File: src/rtl/alu_md_unit.sv
// ALU with iterative shift-add multiply and restoring divide behind a valid/ready handshake.
// Single-cycle ops answer on the accept edge; MUL/MULHU/DIVU/REMU take WIDTH more edges.
module alu_md_unit #(
  parameter int WIDTH = 32,
  parameter bit MD_EN = 1'b1
) (
  input  logic             clk,
  input  logic             rst_n,
  input  logic             in_valid,
  output logic             in_ready,
  input  logic [3:0]       control_i,
  input  logic [WIDTH-1:0] in1,
  input  logic [WIDTH-1:0] in2,
  output logic             out_valid,
  input  logic             out_ready,
  output logic [WIDTH-1:0] ALU_o,
  output logic             zero,
  output logic             overflow,
  output logic             carry,
  output logic             negative,
  output logic             busy
);

  localparam int SH_W  = $clog2(WIDTH);
  localparam int CNT_W = $clog2(WIDTH);

  localparam logic [3:0] OP_AND   = 4'b0000;
  localparam logic [3:0] OP_OR    = 4'b0001;
  localparam logic [3:0] OP_ADD   = 4'b0010;
  localparam logic [3:0] OP_SLL   = 4'b0011;
  localparam logic [3:0] OP_XOR   = 4'b0100;
  localparam logic [3:0] OP_SRL   = 4'b0101;
  localparam logic [3:0] OP_SUB   = 4'b0110;
  localparam logic [3:0] OP_SRA   = 4'b0111;
  localparam logic [3:0] OP_SLT   = 4'b1000;
  localparam logic [3:0] OP_SLTU  = 4'b1001;
  localparam logic [3:0] OP_MUL   = 4'b1010;
  localparam logic [3:0] OP_MULHU = 4'b1011;
  localparam logic [3:0] OP_DIVU  = 4'b1100;
  localparam logic [3:0] OP_REMU  = 4'b1101;

  typedef enum logic [1:0] {S_IDLE, S_MUL, S_DIV} state_t;

  state_t                 r_state;
  state_t                 w_state_nxt;
  logic [CNT_W-1:0]       r_cnt;
  logic                   r_hi;
  logic [WIDTH-1:0]       r_mcand;
  logic [2*WIDTH-1:0]     r_prod;
  logic [WIDTH-1:0]       r_dvs;
  logic [WIDTH-1:0]       r_rem;
  logic [WIDTH-1:0]       r_quo;

  logic                   r_valid;
  logic [WIDTH-1:0]       r_alu;
  logic                   r_zero;
  logic                   r_ovf;
  logic                   r_carry;
  logic                   r_neg;

  logic                   w_accept;
  logic                   w_is_mul;
  logic                   w_is_div;
  logic                   w_single;
  logic                   w_last;
  logic                   w_md_done;
  logic [SH_W-1:0]        w_shamt;
  logic [WIDTH:0]         w_sum;
  logic [WIDTH:0]         w_diff;
  logic [WIDTH-1:0]       w_res;
  logic                   w_c;
  logic                   w_v;
  logic [WIDTH:0]         w_acc;
  logic [2*WIDTH-1:0]     w_prod_nxt;
  logic [WIDTH:0]         w_shifted;
  logic [WIDTH:0]         w_trial;
  logic [WIDTH-1:0]       w_rem_nxt;
  logic [WIDTH-1:0]       w_quo_nxt;
  logic [WIDTH-1:0]       w_md_res;

  assign w_accept  = in_valid && in_ready;
  assign w_is_mul  = MD_EN && ((control_i == OP_MUL) || (control_i == OP_MULHU));
  assign w_is_div  = MD_EN && ((control_i == OP_DIVU) || (control_i == OP_REMU)) && (in2 != '0);
  assign w_single  = !(w_is_mul || w_is_div);
  assign w_last    = (r_cnt == CNT_W'(WIDTH - 1));
  assign w_md_done = (r_state != S_IDLE) && w_last;
  assign w_shamt   = in2[SH_W-1:0];

  always_ff @(posedge clk) begin
    if (!rst_n) r_state <= S_IDLE;
    else        r_state <= w_state_nxt;
  end

  always_comb begin
    w_state_nxt = r_state;
    case (r_state)
      S_IDLE: begin
        if (w_accept && w_is_mul)      w_state_nxt = S_MUL;
        else if (w_accept && w_is_div) w_state_nxt = S_DIV;
      end
      S_MUL, S_DIV: if (w_last) w_state_nxt = S_IDLE;
      default: w_state_nxt = S_IDLE;
    endcase
  end

  always_comb begin
    busy     = (r_state != S_IDLE);
    in_ready = (r_state == S_IDLE) && (!r_valid || out_ready);
  end

  // Single-cycle result; the zero-divisor cases of DIVU/REMU are resolved here too.
  always_comb begin
    w_sum  = {1'b0, in1} + {1'b0, in2};
    w_diff = {1'b0, in1} - {1'b0, in2};
    w_res  = '0;
    w_c    = 1'b0;
    w_v    = 1'b0;
    case (control_i)
      OP_AND:  w_res = in1 & in2;
      OP_OR:   w_res = in1 | in2;
      OP_XOR:  w_res = in1 ^ in2;
      OP_ADD: begin
        w_res = w_sum[WIDTH-1:0];
        w_c   = w_sum[WIDTH];
        w_v   = (in1[WIDTH-1] == in2[WIDTH-1]) && (w_sum[WIDTH-1] != in1[WIDTH-1]);
      end
      OP_SUB: begin
        w_res = w_diff[WIDTH-1:0];
        w_c   = ~w_diff[WIDTH];
        w_v   = (in1[WIDTH-1] != in2[WIDTH-1]) && (w_diff[WIDTH-1] != in1[WIDTH-1]);
      end
      OP_SLL:  w_res = in1 << w_shamt;
      OP_SRL:  w_res = in1 >> w_shamt;
      OP_SRA:  w_res = WIDTH'($signed(in1) >>> w_shamt);
      OP_SLT:  w_res = {{(WIDTH-1){1'b0}}, ($signed(in1) < $signed(in2))};
      OP_SLTU: w_res = {{(WIDTH-1){1'b0}}, (in1 < in2)};
      OP_DIVU: if (MD_EN && (in2 == '0)) w_res = '1;
      OP_REMU: if (MD_EN && (in2 == '0)) w_res = in1;
      default: w_res = '0;
    endcase
  end

  // One multiplier bit and one quotient bit retire per busy cycle.
  always_comb begin
    w_acc      = {1'b0, r_prod[2*WIDTH-1:WIDTH]} + (r_prod[0] ? {1'b0, r_mcand} : '0);
    w_prod_nxt = {w_acc, r_prod[WIDTH-1:1]};
    w_shifted  = {r_rem, r_quo[WIDTH-1]};
    w_trial    = w_shifted - {1'b0, r_dvs};
    w_rem_nxt  = w_trial[WIDTH] ? w_shifted[WIDTH-1:0] : w_trial[WIDTH-1:0];
    w_quo_nxt  = {r_quo[WIDTH-2:0], ~w_trial[WIDTH]};
    if (r_state == S_MUL) w_md_res = r_hi ? w_prod_nxt[2*WIDTH-1:WIDTH] : w_prod_nxt[WIDTH-1:0];
    else                  w_md_res = r_hi ? w_rem_nxt : w_quo_nxt;
  end

  always_ff @(posedge clk) begin
    if (!rst_n) begin
      r_cnt   <= '0;
      r_hi    <= 1'b0;
      r_mcand <= '0;
      r_prod  <= '0;
      r_dvs   <= '0;
      r_rem   <= '0;
      r_quo   <= '0;
    end else if (w_accept) begin
      r_cnt   <= '0;
      r_hi    <= (control_i == OP_MULHU) || (control_i == OP_REMU);
      r_mcand <= in1;
      r_prod  <= {{WIDTH{1'b0}}, in2};
      r_dvs   <= in2;
      r_rem   <= '0;
      r_quo   <= in1;
    end else if (r_state == S_MUL) begin
      r_prod  <= w_prod_nxt;
      r_cnt   <= r_cnt + CNT_W'(1);
    end else if (r_state == S_DIV) begin
      r_rem   <= w_rem_nxt;
      r_quo   <= w_quo_nxt;
      r_cnt   <= r_cnt + CNT_W'(1);
    end
  end

  always_ff @(posedge clk) begin
    if (!rst_n) begin
      r_valid <= 1'b0;
      r_alu   <= '0;
      r_zero  <= 1'b0;
      r_ovf   <= 1'b0;
      r_carry <= 1'b0;
      r_neg   <= 1'b0;
    end else if (w_accept && w_single) begin
      r_valid <= 1'b1;
      r_alu   <= w_res;
      r_zero  <= (w_res == '0);
      r_ovf   <= w_v;
      r_carry <= w_c;
      r_neg   <= w_res[WIDTH-1];
    end else if (w_md_done) begin
      r_valid <= 1'b1;
      r_alu   <= w_md_res;
      r_zero  <= (w_md_res == '0);
      r_ovf   <= 1'b0;
      r_carry <= 1'b0;
      r_neg   <= w_md_res[WIDTH-1];
    end else if (out_ready) begin
      r_valid <= 1'b0;
    end
  end

  assign out_valid = r_valid;
  assign ALU_o     = r_alu;
  assign zero      = r_zero;
  assign overflow  = r_ovf;
  assign carry     = r_carry;
  assign negative  = r_neg;

endmodule

File: config.mk
export PLATFORM = sky130hd
export DESIGN_NAME = alu_md_unit
export DESIGN_NICKNAME = d
export VERILOG_FILES = /design/src/rtl/alu_md_unit.sv
export SDC_FILE = /design/constraint.sdc
export NUM_CORES = 1
export LEC_CHECK = 0
export BUFFER_PORTS_ARGS = -buffer_cell sky130_fd_sc_hd__buf_4
export CORE_MARGIN = 2
export CORE_UTILIZATION = 30
export CTS_CLUSTER_DIAMETER = 120
export DETAILED_ROUTE_END_ITERATION = 16
export PLACE_DENSITY = 0.52
export SETUP_SLACK_MARGIN = 0.02
export SYNTH_ARGS = -nofsm -noshare
export SYNTH_HDL_FRONTEND = slang
export SYNTH_SLANG_ARGS = --single-unit
File: constraint.sdc
create_clock -name clk -period 6.7 [get_ports clk]
set_clock_uncertainty 0.05 [all_clocks]
set_input_delay 0.335 -clock clk [delete_from_list [all_inputs] [get_ports clk]]
set_output_delay 0.335 -clock clk [all_outputs]
set_load 0.03 [all_outputs]
==> results of run 1 <==
-- stage by stage --
step	instance area, sq um	total power (W)	hold WS (ps)	setup WS (ps)
final	26500	0.00657	40.4	1350
after global routing	26500	0.00688	29.1	1170
after CTS	26500	0.00648	22.9	1460
after detailed placement	25700	0.00502	395	1140
after global placement	25700	0.00504	390	1170
after floorplan	24000	0.00386	382	1420
-- power by group through the flow --
stage	registers [W]	logic (W)	clock network, W
floorplan	0.00174	0.00212	0
global placement	0.00177	0.00327	0
detailed placement	0.00177	0.00325	0
CTS	0.00174	0.00326	0.00147
global route	0.00177	0.00359	0.00153
finish	0.00175	0.00337	0.00146
-- layout by cell type (no fill, tap or decap), types with 32 or more instances in the layout --
cell,count
a211oi_1,66
a21o_1,48
a21oi_1,340
a311oi_1,46
and2_1,49
buf_4,165
dfxtp_1,235
ha_1,175
inv_1,150
mux2_2,55
mux2i_1,106
mux4_2,32
nand2_1,422
nand3_1,71
nor2_1,328
nor3_1,69
o211ai_1,44
o21ai_0,163
xnor2_1,41
-- routing by layer --
layer	up-vias	global-route usage
met2	1587	0.421
met4	4	0.0914
met1	13100	0.419
met3	235	0.0712
li1	11900	-
met5	-	0
-- cells by family after synthesis --
group	count (synthesis)	synth area share
simple gates	1154	0.219
compound gates	1051	0.289
buf+inv	409	0.0660
flops	236	0.197
mux	201	0.107
fa+ha+maj	181	0.0955
xor+xnor	71	0.0259
-- area by class of cell --
cell class,instances,area share
antenna,3,0.000283
clock buffer,37,0.0288
clock inverter,6,0.00236
inverter,154,0.0219
multi-input combinational,2658,0.672
sequential,236,0.178
tap,1050,0.0496
timing repair buffer,165,0.0467
-- registers in the layout, summed over array words and instances (netlist names) --
signal / count
r_prod: 64
ALU_o: 32
r_dvs: 32
r_mcand: 32
r_quo: 32
r_rem: 32
r_cnt: 5
r_state: 2
carry: 1
out_valid: 1
overflow: 1
r_hi: 1
zero: 1
-- critical path, cell delays in order (launching register included) --
cell      delay [ps]
dfxtp_1          400
inv_1             60
ha_1             210
fa_1             410
nand2b_1         190
a21oi_1          290
o21ba_2          260
o31ai_2          130
o21ba_2          240
o21ai_1          470
nand2_2          610
mux2_2           510
mux4_2           500
nor4_1           440
and4_1           270
nand4b_1         110
nand2_1          120
-- path summary, 6_finish.rpt --
kind | to | cells past startpoint | slack [ps] | startpoint
setup / recovery | zero | 16 | 1350 | r_quo[31]
setup reg to reg | zero | 16 | 1350 | r_quo[31]
hold reg to reg | r_mcand[22] | 2 | 400 | r_mcand[22]
hold / removal | out_valid | 3 | 40 | out_ready
==> impl_metrics.toml, run 1 <==
[run_status]
outcome = "finished, final reports clean"

[yosys]
synthTopCellsByCount = "424 x nand2_1, 341 x a21oi_1, 330 x nor2_1, 236 x dfxtp_1, 206 x clkbuf_1"
synth_top_cell_by_area = "dfxtp_1"
yosysTopAreaCellShare = 0.197
synth_seq_cells = 236
synthTopCellsByArea = "dfxtp_1 20%, ha_1 9.2%, a21oi_1 7.1%"
synthCells = 3303
yosys_warnings = 0
synth_nets = 3556
yosysMostFrequentCell = "nand2_1"
synth-seq-area-share = 0.197
syn_avg_cell_area_sq_um = 7.28
synth_ff_type = "dfxtp_1"
syn_area_sq_um = 24000
async_flop_share = 0
synthDistinctLibCells = 90
synth_edf_count = 0

[setup_path]
critPathArrivalTime_ps = 5810
critical_path_class = "flop to flop"
critPathRequiredTime_ps = 7160
end_kind = "flop"
crit_path_start_kind = "flop"
crit_path_max_fanout = 26

[clock_network]
cts_setup_buffers = 0
clkSlewWorstSetupHoldPaths_ps = 70
ctsResizeCount = 0
tritoncts = "yes"
cts_buffers = 26
hold_buffers = 0
cts_buffer_depth = 3
cts-root-buf = "clkbuf_16"
cts_htree_levels = 1
clock_latency_ps = 570
cts_num_sinks = 236

[final_layout]
final_nets = 3494
final_cells = 4309
post-route-util = 0.335
multi_input_area_sq_um = 17800
area_delta_synth_final_pct = 10.3
register_area_sq_um = 4730
drive_gt1_frac = 0.107
fillers = 8595

[placed_design]
portBuffers = 110
place.gp.congestion = 1.03
hpwl_um = 95800
place_inst = 4263

[floorplan]
io_pins = 111
dieArea_sq_um = 82400
row_count = 103
die_y_um = 287
die_w_um = 287
start_util = 0.304
core_sq_um = 79100

[timing]
hold_viol_final = 0
period_needed_ps = 5350
fin_crit_sh = 0.798
tns_ps = 0
slew_violations = 0
fmax_mhz = 187
rsz0062_at_grt = "no"
worst_pin_slew_ps = 1200
finalSetupViolCount = 0
slew_headroom = 0.193

[routing]
post_drt_wl_per_cell_um = 29.0
drt-met1-wl_um = 55500
firstDrtPassIters = 10
first_iter_violations = 3589
avgViaCountPerCell = 6.24
ant_nets = 0
totalWireLength_um = 125000
wl_met2_um = 51100
maxUsedRoutingLayer = "met5"
num_vias = 26900
wl_met3_um = 13600
drc = 0

[pwr]
ir_drop_mv = 0.155
p_sw_frac = 0.468
p_comb_frac = 0.512
power_density_nw_per_um2 = 248
p_seq_frac = 0.266
internal-power_w = 0.00350
p_leak_nw = 10.3
switchingPower_w = 0.00307
clkPwrFrac = 0.222

[global_route]
grt_max_degree = 73
grt_pass1_wl_um = 178000
grt_pass1_vias = 24400
grt_usage = 0.290
grt_overflow_total = 0
grt_antenna_before_repair = 4

[hold_path]
hold_class = "primary input to flop"

[run]
cap_violations = 0
(Power assumes the default switching activity.)
==> inputs of run 2 (changes only) <==
PLACE_DENSITY = 0.53   (was 0.52)
clock period = 4.53 ns   (was 6.7 ns; I/O delays follow)
==> impl_metrics.toml, run 2 (same netlist as run 1, synthesis figures left out) <==
[hold_path]
hold_class = "primary input to flop"

[global_route]
grt_pass1_vias = 25700
grt_antenna_before_repair = 3
grt_max_degree = 94
grt_pass1_wl_um = 184000
grt_usage = 0.301
grt_overflow_total = 0

[setup_path]
end_kind = "flop"
crit_chain = "buf_6, and2_1, ha_1, o21ai_0, o21a_1, or3b_2, nand2_2, xor2_1, mux2i_1, o21ai_0, or4_1, or4b_2, nor3_2, and4_1, nand4b_1, nand2_1"
cpMostUsedCell = "o21ai_0"
worst_path_max_delay_cell = "or4b_2"
critical_path_class = "flop to flop"
critPathRequiredTime_ps = 4990
critPathArrivalTime_ps = 4820
critPathTopFamily = "simple AND/OR/NAND/NOR gates"
max_stage_delay_ps = 650
crit_path_max_fanout = 19
ff2ff_setup_slack_ps = 170
crit_path_start_kind = "flop"
critPathBufInv = 1

[floorplan]
row_count = 103
core_sq_um = 79100
die_y_um = 287
start_util = 0.304
dieArea_sq_um = 82400
io_pins = 111
die_w_um = 287

[placed_design]
hpwl_um = 102000
place_inst = 4506
place.gp.congestion = 1.08
portBuffers = 110
dpl_worst_slack_ps = -89.0

[final_layout]
layout_common_cells = "421 x nand2_1, 397 x buf_4, 340 x a21oi_1"
final_common_cell = "nand2_1"
top_register = "r_prod"
final_cells = 4561
largest_reg_flops = 64
final_nets = 3745
drive_gt1_frac = 0.170
area_delta_synth_final_pct = 18.8

[clock_network]
cts_htree_levels = 1
clkSlewWorstSetupHoldPaths_ps = 70
cts_buffers = 26
cts_buffer_depth = 3
clock_latency_ps = 570
tritoncts = "yes"
cts-root-buf = "clkbuf_16"
cts_num_sinks = 236

[pwr]
p_leak_nw = 11.6
ir_drop_mv = 0.275
p_total_w = 0.0102
power_density_nw_per_um2 = 356

[routing]
avgViaCountPerCell = 6.11
firstDrtPassIters = 6
totalWireLength_um = 129000
ant_nets = 0
post_drt_wl_per_cell_um = 28.3
drc = 0
first_iter_violations = 3837
num_vias = 27900

[timing]
fin_crit_sh = 0.962
tns_ps = 0
fin_ws_ps = 171
worst_pin_slew_ps = 1290
rsz0062_at_grt = "no"
whs_ps = 17.0
fmax_mhz = 229
period_needed_ps = 4360
slew_violations = 0
finalSetupViolCount = 0
hold_viol_final = 0
slew_headroom = 0.130

[run]
cap_violations = 0

[run_status]
outcome = "finished, final reports clean"
## run 2: cell types whose count changed in the layout (fill, tap and decap cells not counted), moves of 2 or more
cell | before | now
dlygate4sd3_1 | 0 | 8
a2111oi_1 | 2 | 4
buf_4 | 165 | 397
diode_2 | 3 | 1
a211oi_2 | 0 | 2
clkinvlp_4 | 3 | 1
a2111oi_0 | 21 | 19
o21ai_0 | 163 | 160
buf_12 | 0 | 10
clkbuf_1 | 5 | 9
o21ai_1 | 1 | 4
a211oi_1 | 66 | 64
## run 2: repair_timing
item,4_1_cts,5_1_grt
hold buffers,8,0
gates resized for setup,0,12
setup buffers,0,0
endpoints found under the hold margin,19,0
setup endpoints to repair,0,3
## run 2: tightest hold or removal path: cells and delay by family
kind,cells,cell delay [ps]
compound gates,1,50
buf+inv,1,100
simple gates,2,220
## run 2: worst paths after layout
kind             start   endpoint  cells past startpoint
min reg2reg  r_dvs[25]  r_dvs[25]                      2
max reg2reg  r_prod[0]       zero                     16
max          r_prod[0]       zero                     16
min           in_valid   r_dvs[1]                      4
## run 2: where the power goes
part / total [W] / internal (W) / switching (W)
sequential: 0.00258 / 0.00235 / 0.000236
clock: 0.00211 / 0.00117 / 0.000938
combinational: 0.00547 / 0.00198 / 0.00349
total: 0.0102 / 0.00550 / 0.00467
## run 2: area by class of cell
cell class / count / area [sq um]
multi-input combinational: 2658 / 17800
clock buffer: 41 / 778
inverter: 154 / 581
clock inverter: 5 / 31.3
timing repair buffer: 416 / 3270
tap: 1050 / 1310
antenna: 1 / 2.50
fill: 8578 / 50600
sequential: 236 / 4730
## run 2: routing by layer
metal	routed length [um]	up-vias	track usage	share of wire
li1	-	12500	-	-
met1	57100	13400	0.436	0.44
met2	51300	1703	0.426	0.40
met3	13700	279	0.0636	0.11
met4	6860	2	0.129	0.053
met5	14	-	0	0.00011
## run 2: per-stage QoR
stage,utilization,area (sq um)
floorplan,-,24000
global placement,0.349,27600
detailed placement,0.349,27600
CTS,0.360,28500
global route,0.361,28500
finish,0.361,28500
